===== src/rtl/row_col_dec_5x5.sv =====
// Decoder/monitor for the 5x5 DCO capacitor-array select triple (r_all/row/col).
// Rebuilds the binary tuning word, flags overflow and illegal codes, and counts errors.
module row_col_dec_5x5 #(
  parameter int MAX      = 25,
  parameter int OVF_WORD = 31,
  parameter int ERR_W    = 8
) (
  input  logic             clk,
  input  logic             rst_n,
  input  logic             in_vld,
  input  logic [4:0]       r_all,
  input  logic [4:0]       row,
  input  logic [4:0]       col,
  input  logic             clr_err,
  output logic [4:0]       word_out,
  output logic             out_vld,
  output logic             ovf,
  output logic             illegal,
  output logic             err_sticky,
  output logic [ERR_W-1:0] err_cnt
);

  localparam logic [4:0] MAX_W = 5'(MAX);
  localparam logic [4:0] OVF_W = 5'(OVF_WORD);

  function automatic logic [2:0] popcnt(input logic [4:0] v);
    logic [2:0] n;
    n = '0;
    for (int i = 0; i < 5; i++) n = n + {2'b00, v[i]};
    return n;
  endfunction

  function automatic logic [4:0] lsb_therm(input logic [2:0] n);
    logic [4:0] m;
    m = '0;
    for (int i = 0; i < 5; i++) if (i < int'(n)) m[i] = 1'b1;
    return m;
  endfunction

  // Odd rows are filled from the MSB side because the array is wired serpentine.
  function automatic logic [4:0] msb_therm(input logic [2:0] n);
    logic [4:0] m;
    m = '0;
    for (int i = 0; i < 5; i++) if (i >= 5 - int'(n)) m[i] = 1'b1;
    return m;
  endfunction

  logic [4:0] s1_r_all, s1_row, s1_col;
  logic       s1_vld;

  always_ff @(posedge clk or negedge rst_n) begin
    if (!rst_n) begin
      s1_r_all <= '0;
      s1_row   <= '0;
      s1_col   <= '0;
      s1_vld   <= 1'b0;
    end else begin
      s1_vld <= in_vld;
      if (in_vld) begin
        s1_r_all <= r_all;
        s1_row   <= row;
        s1_col   <= col;
      end
    end
  end

  logic [2:0] k, c;
  logic [4:0] sum;
  logic       is_ovf, is_idle, col_ok, c_ok, is_legal, bad;

  always_comb begin
    k        = popcnt(s1_r_all);
    c        = popcnt(s1_col);
    sum      = {k, 2'b00} + {2'b00, k} + {2'b00, c};
    is_ovf   = &s1_r_all;
    is_idle  = (s1_r_all == 5'd0) && (s1_row == 5'd0) && (s1_col == 5'd0);
    col_ok   = k[0] ? (s1_col == msb_therm(c)) : (s1_col == lsb_therm(c));
    // c=0 above row 0 is the non-canonical form of (k-1, c=5).
    c_ok     = (c != 3'd0) || (k == 3'd0);
    is_legal = is_idle ||
               ((k <= 3'd4) && (s1_r_all == lsb_therm(k)) &&
                (s1_row == (5'b00001 << k)) && col_ok && c_ok && (sum <= MAX_W));
    bad      = !is_ovf && !is_legal;
  end

  always_ff @(posedge clk or negedge rst_n) begin
    if (!rst_n) begin
      word_out   <= '0;
      out_vld    <= 1'b0;
      ovf        <= 1'b0;
      illegal    <= 1'b0;
      err_sticky <= 1'b0;
      err_cnt    <= '0;
    end else begin
      out_vld <= s1_vld;
      if (s1_vld) begin
        ovf     <= is_ovf;
        illegal <= bad;
        if (is_ovf)        word_out <= OVF_W;
        else if (is_legal) word_out <= sum;
      end
      if (clr_err) begin
        err_cnt    <= '0;
        err_sticky <= 1'b0;
      end else if (s1_vld && bad) begin
        err_sticky <= 1'b1;
        if (err_cnt != '1) err_cnt <= err_cnt + 1'b1;
      end
    end
  end

endmodule

===== config.mk =====
export PLATFORM = sky130hd
export DESIGN_NAME = row_col_dec_5x5
export DESIGN_NICKNAME = d
export VERILOG_FILES = /design/src/rtl/row_col_dec_5x5.sv
export SDC_FILE = /design/constraint.sdc
export NUM_CORES = 1
export LEC_CHECK = 0
export CORE_ASPECT_RATIO = 0.7
export CORE_UTILIZATION = 35
export DETAILED_ROUTE_END_ITERATION = 8
export HOLD_SLACK_MARGIN = 0.08
export PLACE_DENSITY_LB_ADDON = 0.05
export SYNTH_ARGS = -nofsm -noshare
export SYNTH_HDL_FRONTEND = slang
export SYNTH_SLANG_ARGS = --single-unit
export TNS_END_PERCENT = 30

===== constraint.sdc =====
create_clock -name clk -period 5.7 [get_ports clk]
set_input_delay 0.57 -clock clk [delete_from_list [all_inputs] [get_ports clk]]
set_output_delay 0.57 -clock clk [all_outputs]
set_load 0.05 [all_outputs]

==> reports/results.txt, run 1 <==
The number of detailed-route iterations in the first pass was 4; the hold buffer count at cts was 0. The post-route netlist has 9.677% of its cells at a drive strength greater than 1. The total power divided by cell area is 339.6 nW/µm², and the warning count from the yosys run is 0. The logs give 36 for the I/O pin total and 33 for the number of sinks on the clock net.

Kind of end point of the critical path: a register. Each instance of the synthesized netlist takes up on average 9.524 µm². The type of the worst setup path is register to register. Post-CTS timing repair inserted 0 buffers for setup.

From synthesis to final layout, the design area changed by 21.77%. For the final critical-path setup slack, the log shows 0.9744 ns. The cell area after synthesis is 2305 µm². For the relative slew slack, the log shows 40.52%. The first global-routing pass estimated 9.349 mm of wire. TritonCTS built the clock tree. The number of nets with antenna violations after routing came out at 0. The tightest hold path in the finished design has a slack of 0.4195 ns.

The measured slew at the worst slew-check pin works out to 0.8894 ns. The worst path arrival time is 4.90 ns, and the leakage component of the power is 1.266 nW. The tools report the overall fraction of global-route tracks in use as 17.60%. After synthesis, the cell types taking the most area are sky130_fd_sc_hd__dfrtp_1 36%, sky130_fd_sc_hd__ha_1 8.1%, sky130_fd_sc_hd__fa_1 5.2%. At the placement stage, the worst setup path has a slack of 1.015 ns.

The tools report the core region area as 6306 µm². Summed over all nets, the half-perimeter wirelength after detailed placement is 4.098 mm. The start point of the worst hold path was s1_vld. By instance count, the cell type seen most on the critical path is sky130_fd_sc_hd__inv_1. The worst hold path terminates at out_vld.

The clock reaches the later pin of the worst-skew pair after 0.29 ns. The tree is rooted in a sky130_fd_sc_hd__clkbuf_8. Setup violations remaining at the end of the flow were counted as 0. Between clock sinks in the finished design, the worst skew comes to 0.005954 ns. Summed over all layers, the global routing overflow is 0. Post-detailed-route DRC marker count: 0. The achievable frequency was 211.6 MHz; the aggregate routed wire length was 5.452 mm. For this block, the via count after detailed routing is 1,866. For the number of max-slew violations in the final report, the log shows 0. The largest net degree at the start of global routing was 34; the row count was 24. Of the synthesized area, sequential elements account for 35.83%. Number of register bits inferred by synthesis: 33. STA classifies the critical path startpoint as a register. In this run the vertical extent of the chip is 69.89 µm.

The synthesized design devotes to its leading area cell type 35.83% of total area. After technology mapping, the gate count stands at 242. The number of cells upsized or downsized after cts is 0, and the maximum resistive drop on vdd is 0.1373 mV. In the routed layout, each cell is associated on average with a via count of 5.227. Dividing the final minimum period by the clock period gives 82.91%. Counting distinct cell types in the post-synthesis netlist gives 54. The run gives 5 as the clock buffer count from CTS. The run finished with clean final reports. The number of instances on the worst hold path works out to 0.

Number of flops mapped to enable cells by yosys: 0. In the synthesized netlist the dominant register cell turns out to be sky130_fd_sc_hd__dfrtp_1. Setup repair after global routing left no endpoint under its margin. The top cell family by delay on the critical path is adder cells. The tools report the reg-to-reg critical path startpoint as s1_r_all[3]. In this run, the number of DRC markers left after iteration 0 of detailed routing was 128.

The maximum fanout encountered on the critical timing path was 10; the summed negative setup slack over all endpoints was 0 ns. The total nets after synthesis came out at 282. Path depth of the worst reg2reg path: 16. The number of maximum-capacitance constraint violations is 0.

In the final routed layout, each cell accounts on average for 15.27 µm. In the synthesized netlist the async set-or-reset flop fraction comes to 100.0%. Together, buffers and inverters on the worst path number 4. The number of antenna repair diodes came out at 0. The final RePlAce weighted congestion was 0.7923; the required time reported for the critical path endpoint was 5.88 ns. Clock-pin slew was measured on the worst setup and hold paths at 0.08 ns. The worst-case clock buffer depth is 2. The tools report the number of endpoints with negative hold slack in the final report as 0. CTS built an H-tree with a depth of 2.

The time the worst path needs with I/O delays and setup came out at 4.726 ns. Cell type contributing the most total cell area after synthesis: sky130_fd_sc_hd__dfrtp_1. The number of inserted filler cells in the final layout came out at 607. The number of antenna violations at the first check in global routing was 0. The capture point of the worst reg-to-reg path is err_cnt[7]. For the via count of the first global-routing pass, the log shows 1,791. Walking the worst path, the cells encountered are inv_1, fa_1, fa_1, inv_1, ha_1, inv_1, fa_1, inv_1, ha_1, a211o_1, and3_1, nor3_1, a211oi_2, and3_1, o41a_1, a311oi_1. The longest individual stage delay on the worst path was 0.57 ns. At the end of the flow, the number of nets in the layout was 318. For this configuration, the core starts out at a cell density of 36.55%. Area enclosed by the die boundary: 6918 µm². For the overall power, the log shows 953.0 µW. Classification of the worst-slack hold path: register to register.

The total of buffers placed on input and output ports is 35. Across all register-to-register paths, the minimum setup slack is 0.97 ns. The largest individual stage delay along the critical path comes from the cell sky130_fd_sc_hd__fa_1. The overall die width works out to 98.99 µm.
through the flow:
step | instance area (µm²) | instances | utilization, %
after floorplan | 2305 | 242 | -
after global placement | 2720 | 349 | 43.13
after detailed placement | 2720 | 349 | 43.13
after CTS | 2806 | 357 | 44.50
after global routing | 2806 | 357 | 44.50
final | 2806 | 357 | 44.50
sequential cells by signal (all words and copies together), names as in the netlist, 5 cells and up:
name	cells
err_cnt	8
s1_row	5
s1_col	5
s1_r_all	5
word_out	5
worst max-delay path by stage:
stage / depth (start not counted) / slack, ns / startpoint / to
6_report: 16 / 0.97 / s1_r_all[3] / err_cnt[7]
5_1_grt: 16 / 0.66 / s1_r_all[0] / word_out[3]
4_1_cts: 16 / 0.99 / s1_r_all[0] / err_cnt[7]
3_5_place_dp: 16 / 1.02 / s1_r_all[0] / word_out[0]
2_1_floorplan: 18 / 1.41 / s1_r_all[0] / err_cnt[7]
3_3_place_gp: 16 / 1.08 / s1_r_all[3] / word_out[1]
cell usage in the layout (no fill, tap or decap), drive strengths merged, types with 3 or more instances in the layout:
cell	count
fa	6
inv	26
or3	4
ha	15
mux2	13
and3	7
xnor2	4
a211oi	3
o21ai	19
nor2b	6
clkbuf	5
clkdlybuf4s50	35
nor3	4
nor2	17
nand2b	7
nand2	18
a21oi	8
nand3	5
dfrtp	33
nand4	5
logic make-up after synthesis:
logic type	count (synthesis)	synth area share, %
buf+inv	34	6.297
compound gates	50	15.15
fa+ha+maj	21	13.36
flops	33	35.83
simple gates	86	20.25
xor+xnor	4	1.520
mux	14	7.600
power by group:
group	switching, mW	leakage (nW)	internal, mW
Clock	0.0941	0.0439	0.0843
Combinational	0.276	0.805	0.214
Sequential	0.0239	0.417	0.261
Yosys cell counts, drive strengths merged (2+ instances only):
master   n
dfrtp   33
inv     26
o21ai   19
nand2   18
nor2    17
ha      15
mux2    13
a21oi    8
and3     7
nand2b   7
fa       6
nor2b    6
nand3    5
nand4    5
buf      4
clkbuf   4
nor3     4
or3      4
xnor2    4
a211oi   3
a211o    2
a21o     2
a221o    2
a31oi    2
nand4b   2
nor3b    2
o211ai   2
o21ba    2
metal layers:
metal,vias to the layer above,GRT usage (%),wire (µm)
met3,2,3.704,263
li1,919,-,-
met5,-,0,0
met4,0,4.478,29
met2,52,22.77,2058
met1,893,28.67,3100
layout make-up:
cell class	count	area, µm²	share of cell area [%]
repair buffers	37	365.4	13.02
clock inverters	3	17.52	0.6242
flip-flops and latches	33	825.8	29.42
well taps	78	97.59	3.477
multi-input cells	175	1334	47.53
inverters	26	97.59	3.477
clock buffers	5	68.82	2.452
No activity file was read; power rests on OpenSTA's default activity.
==> run 2: changes to the inputs <==
Clock period 5.7 ns to 3.9 ns, I/O delays scaled along.
==> run 2 against run 1 <==
  * Global-route usage is 1.2 points higher
  * Worst hold slack better by 0.023 ns
  * The flow now finishes with violations (setup timing)
  * Clock-buffer cell count is 2 higher
  * Largest power group unchanged
  * Via count is 3.2% higher
  * Design area is 11% higher
  * Setup slack worse by 1.3 ns
  * Die area stayed put
  * Total power is 72% higher
  * Critical path depth stayed put
==> reports/results.txt, run 2 (synthesis results as in run 1) <==
The total of buffers placed on input and output ports was 35 (unchanged). The logs give 0 (unchanged) for the number of nets with antenna violations after routing and 615 (+1.3%) for the number of inserted filler cells in the final layout. The logs give 49.60% (+5.1 points) for the final standard cell utilization of the core and 4 (unchanged) for the number of detailed-route iterations in the first pass. Cell-internal power: 1.021 mW (+82%). The summed area of non-filler cells in the final layout was 3128 µm² (+11%). The share of layout cells above drive strength 1 was 24.35% (+15 points); the overall die width was 98.99 µm (unchanged). The I/O pin total is 36 (unchanged), and the final count of negative-setup-slack endpoints is 13 (+13). The logs give -0.2806 ns (-1.255 ns) for the final critical-path setup slack and 5 (unchanged) for the clock buffer count from CTS.

The tools report the number of max-slew violations in the final report as 0 (unchanged). Post-detailed-route wirelength per cell: 15.27 µm (about the same). Layout net count: 347 (+9.1%). TritonCTS built the clock tree. The worst register-to-register path ends at word_out[3].

Post-DP HPWL: 4.608 mm (+12%). The worst setup path is captured at a register. The tools report the clock power share as 20.6% (+1.9 points).

The combinational share of power was 54.3% (+2.9 points); the measured slew at the worst slew-check pin was 0.9180 ns (+0.02853 ns). The clock transition at the register clock pins on the worst setup and hold paths after CTS is 0.07 ns (about the same). The total power divided by cell area came out at 525.1 nW/µm² (+55%). The tools report the first-pass GRT wire length as 9.880 mm (+5.7%).

Most common cell after layout, fill and taps aside: sky130_fd_sc_hd__clkdlybuf4s50_1. The time the worst path needs with I/O delays and setup was 4.181 ns (-0.5450 ns); the number of maximum-capacitance constraint violations was 0 (unchanged). The run gives 0.7553 (-4.7%) as the final RePlAce weighted congestion.

The checks that failed: setup timing. The logs give 0.1915 mV (+39%) for the maximum resistive drop on vdd and 0 (unchanged) for the number of antenna violations at the first check in global routing. The critical path goes through fa_1, inv_1, fa_2, inv_2, ha_4, inv_2, fa_1, inv_1, ha_1, a211o_1, a21oi_2, nor3_2, a211oi_2, nand4_1, a31o_4, mux2_4. The run gives -0.28 ns (-1.26 ns) as the register-to-register setup slack. The leakage component of the power is 1.429 nW (+13%).

Type of the worst setup path: register to register. Path depth of the worst reg2reg path: 16 (unchanged). The maximum fanout encountered on the critical timing path was 5 (-5). Row count: 24 (unchanged). The overall fraction of global-route tracks in use was 18.78% (+1.2 points). The logs give 375 (+7.4%) for the placed cell count and 33 (unchanged) for the number of sinks on the clock net.

The flow ran to the end, but the final reports show violations. The number of levels in the clock H-tree came out at 2 (unchanged). The slowest stage of the critical path belongs to the cell sky130_fd_sc_hd__fa_1.

For the number of antenna repair diodes, the log shows 0 (unchanged). Post-detailed-route DRC marker count: 0 (unchanged). For the placement-stage worst setup slack, the log shows -0.2698 ns (-1.285 ns). Start point of the worst hold path: s1_vld. The effective utilization at floorplan was 36.55% (unchanged). The run gives 4.07 ns (-1.81 ns) as the required time reported for the critical path endpoint. The proportion of total power due to net switching came out at 37.87% (-3.4 points).

More flip-flops sit in one register than any other, and that register is err_cnt. The switching power total was 622.1 µW (+58%). The post-synthesis to final-layout area growth came out at 35.72%.

The tools report the core region area as 6306 µm² (unchanged). For the number of DRC markers in iteration 0, the log shows 132 (+3.1%). For the area enclosed by the die boundary, the log shows 6918 µm² (unchanged). The tools report the overall power as 1.643 mW (+72%). The relative slew slack was 38.61% (-1.9 points); the achievable frequency was 239.2 MHz (+13%). The logs give 0.006871 ns (+0.0009170 ns) for the worst clock skew and 0.29 ns (about the same) for the worst-skew pair later-pin latency. The worst hold path belongs to the class register to register. The flip-flop count of the largest register, all copies and words added works out to 8 (unchanged). The summed negative setup slack over all endpoints was -1.906 ns (-1.906 ns). The worst-case clock buffer depth is 2 (unchanged).

The library cells used most frequently in the layout, excluding fill and tap cells, are 35 x sky130_fd_sc_hd__clkdlybuf4s50_1, 33 x sky130_fd_sc_hd__dfrtp_1, 31 x sky130_fd_sc_hd__buf_4, 20 x sky130_fd_sc_hd__inv_1, 18 x sky130_fd_sc_hd__nand2_1. The worst register-to-register path begins at s1_col[0]. The die height came out at 69.89 µm (unchanged). The via density per instance is 4.990 (-4.5%). The number of instances on the worst hold path works out to 0 (unchanged).

For the final-layout worst hold slack, the log shows 0.4426 ns (+0.02309 ns). The largest net degree at the start of global routing was 34 (unchanged); the total via count in the routed design was 1,926 (+3.2%). The number of endpoints with negative hold slack in the final report came out at 0 (unchanged). The aggregate routed wire length was 5.896 mm (+8.1%).

The cell area reported after detailed placement came out at 2960 µm² (+8.8%). Setup repair after global routing could not meet its margin everywhere. The longest individual stage delay on the worst path came out at 0.56 ns (about the same). Worst hold path endpoint: out_vld.

The sequential group share of total power came out at 25.1% (-4.8 points). STA classifies the critical path startpoint as a register. The tools report the worst path arrival time as 4.35 ns (-0.55 ns). The share of the clock period used by the worst path works out to 107.2% (+24 points). The run gives 1,910 (+6.6%) as the via count of the first global-routing pass.

The tree is rooted in a sky130_fd_sc_hd__clkbuf_8. The final global-route overflow total came out at 0 (unchanged). The tools report the number of standard cells in the final layout excluding fillers as 386 (+8.1%).
## run 2: worst max path at each step
stage                startpoint  cells past startpoint           to  slack, ns
finish                s1_col[0]                     16  word_out[3]      -0.28
detailed placement    s1_col[0]                     16  word_out[3]      -0.27
global placement      s1_col[0]                     16  word_out[2]      -0.24
global route          s1_col[0]                     16  word_out[3]      -0.48
floorplan           s1_r_all[3]                     18   err_cnt[7]      -0.12
CTS                   s1_col[0]                     16  word_out[3]      -0.25
## run 2: critical path: cells and delay by family, from the launching register on
| family | cells | cell delay, ns |
|---|---|---|
| adders and majority gates | 5 | 1.83 |
| and+or+nand+nor | 2 | 0.31 |
| muxes | 1 | 0.30 |
| DFF | 1 | 0.40 |
| AOI/OAI and AO/OA | 4 | 1.00 |
| buffers and inverters | 4 | 0.23 |
## run 2: cell type report
type / count / area (µm²) / share of cell area [%]
inverters: 26 / 97.59 / 3.120
well taps: 78 / 97.59 / 3.120
clock inverters: 1 / 30.03 / 0.9600
flip-flops and latches: 33 / 825.8 / 26.40
clock buffers: 7 / 86.33 / 2.760
multi-input cells: 175 / 1408 / 45.00
repair buffers: 66 / 583.1 / 18.64
## run 2: what timing repair did
| action | 4_1_cts | 5_1_grt |
|---|---|---|
| hold buffers | 0 | 0 |
| buffers inserted | 2 | 1 |
| resized for setup | 3 | 5 |
| pin swaps | 1 | 1 |
| setup endpoints to repair | 15 | 15 |
## run 2: power by group through the flow
stage,Clock [mW],Combinational (mW),Sequential [mW]
4_1_cts,0.351,0.889,0.414
2_1_floorplan,0,0.483,0.500
3_3_place_gp,0,0.867,0.419
3_5_place_dp,0,0.866,0.421
6_report,0.338,0.891,0.413
5_1_grt,0.370,0.986,0.419
## run 2: metal layers
metal	wire length [µm]	part of all wire, %	track usage [%]	vias to the layer above
met2	2328	39	26.18	53
met3	222	3.8	3.704	6
met4	57	0.97	4.478	0
met5	0	0	0	-
li1	-	-	-	976
met1	3287	56	29.33	891
==> run 3: changes to the inputs <==
Settings changed: SLEW_MARGIN set to 20.
==> results of run 3 <==
Final layout, timing and power as in run 2 (identical DEF).
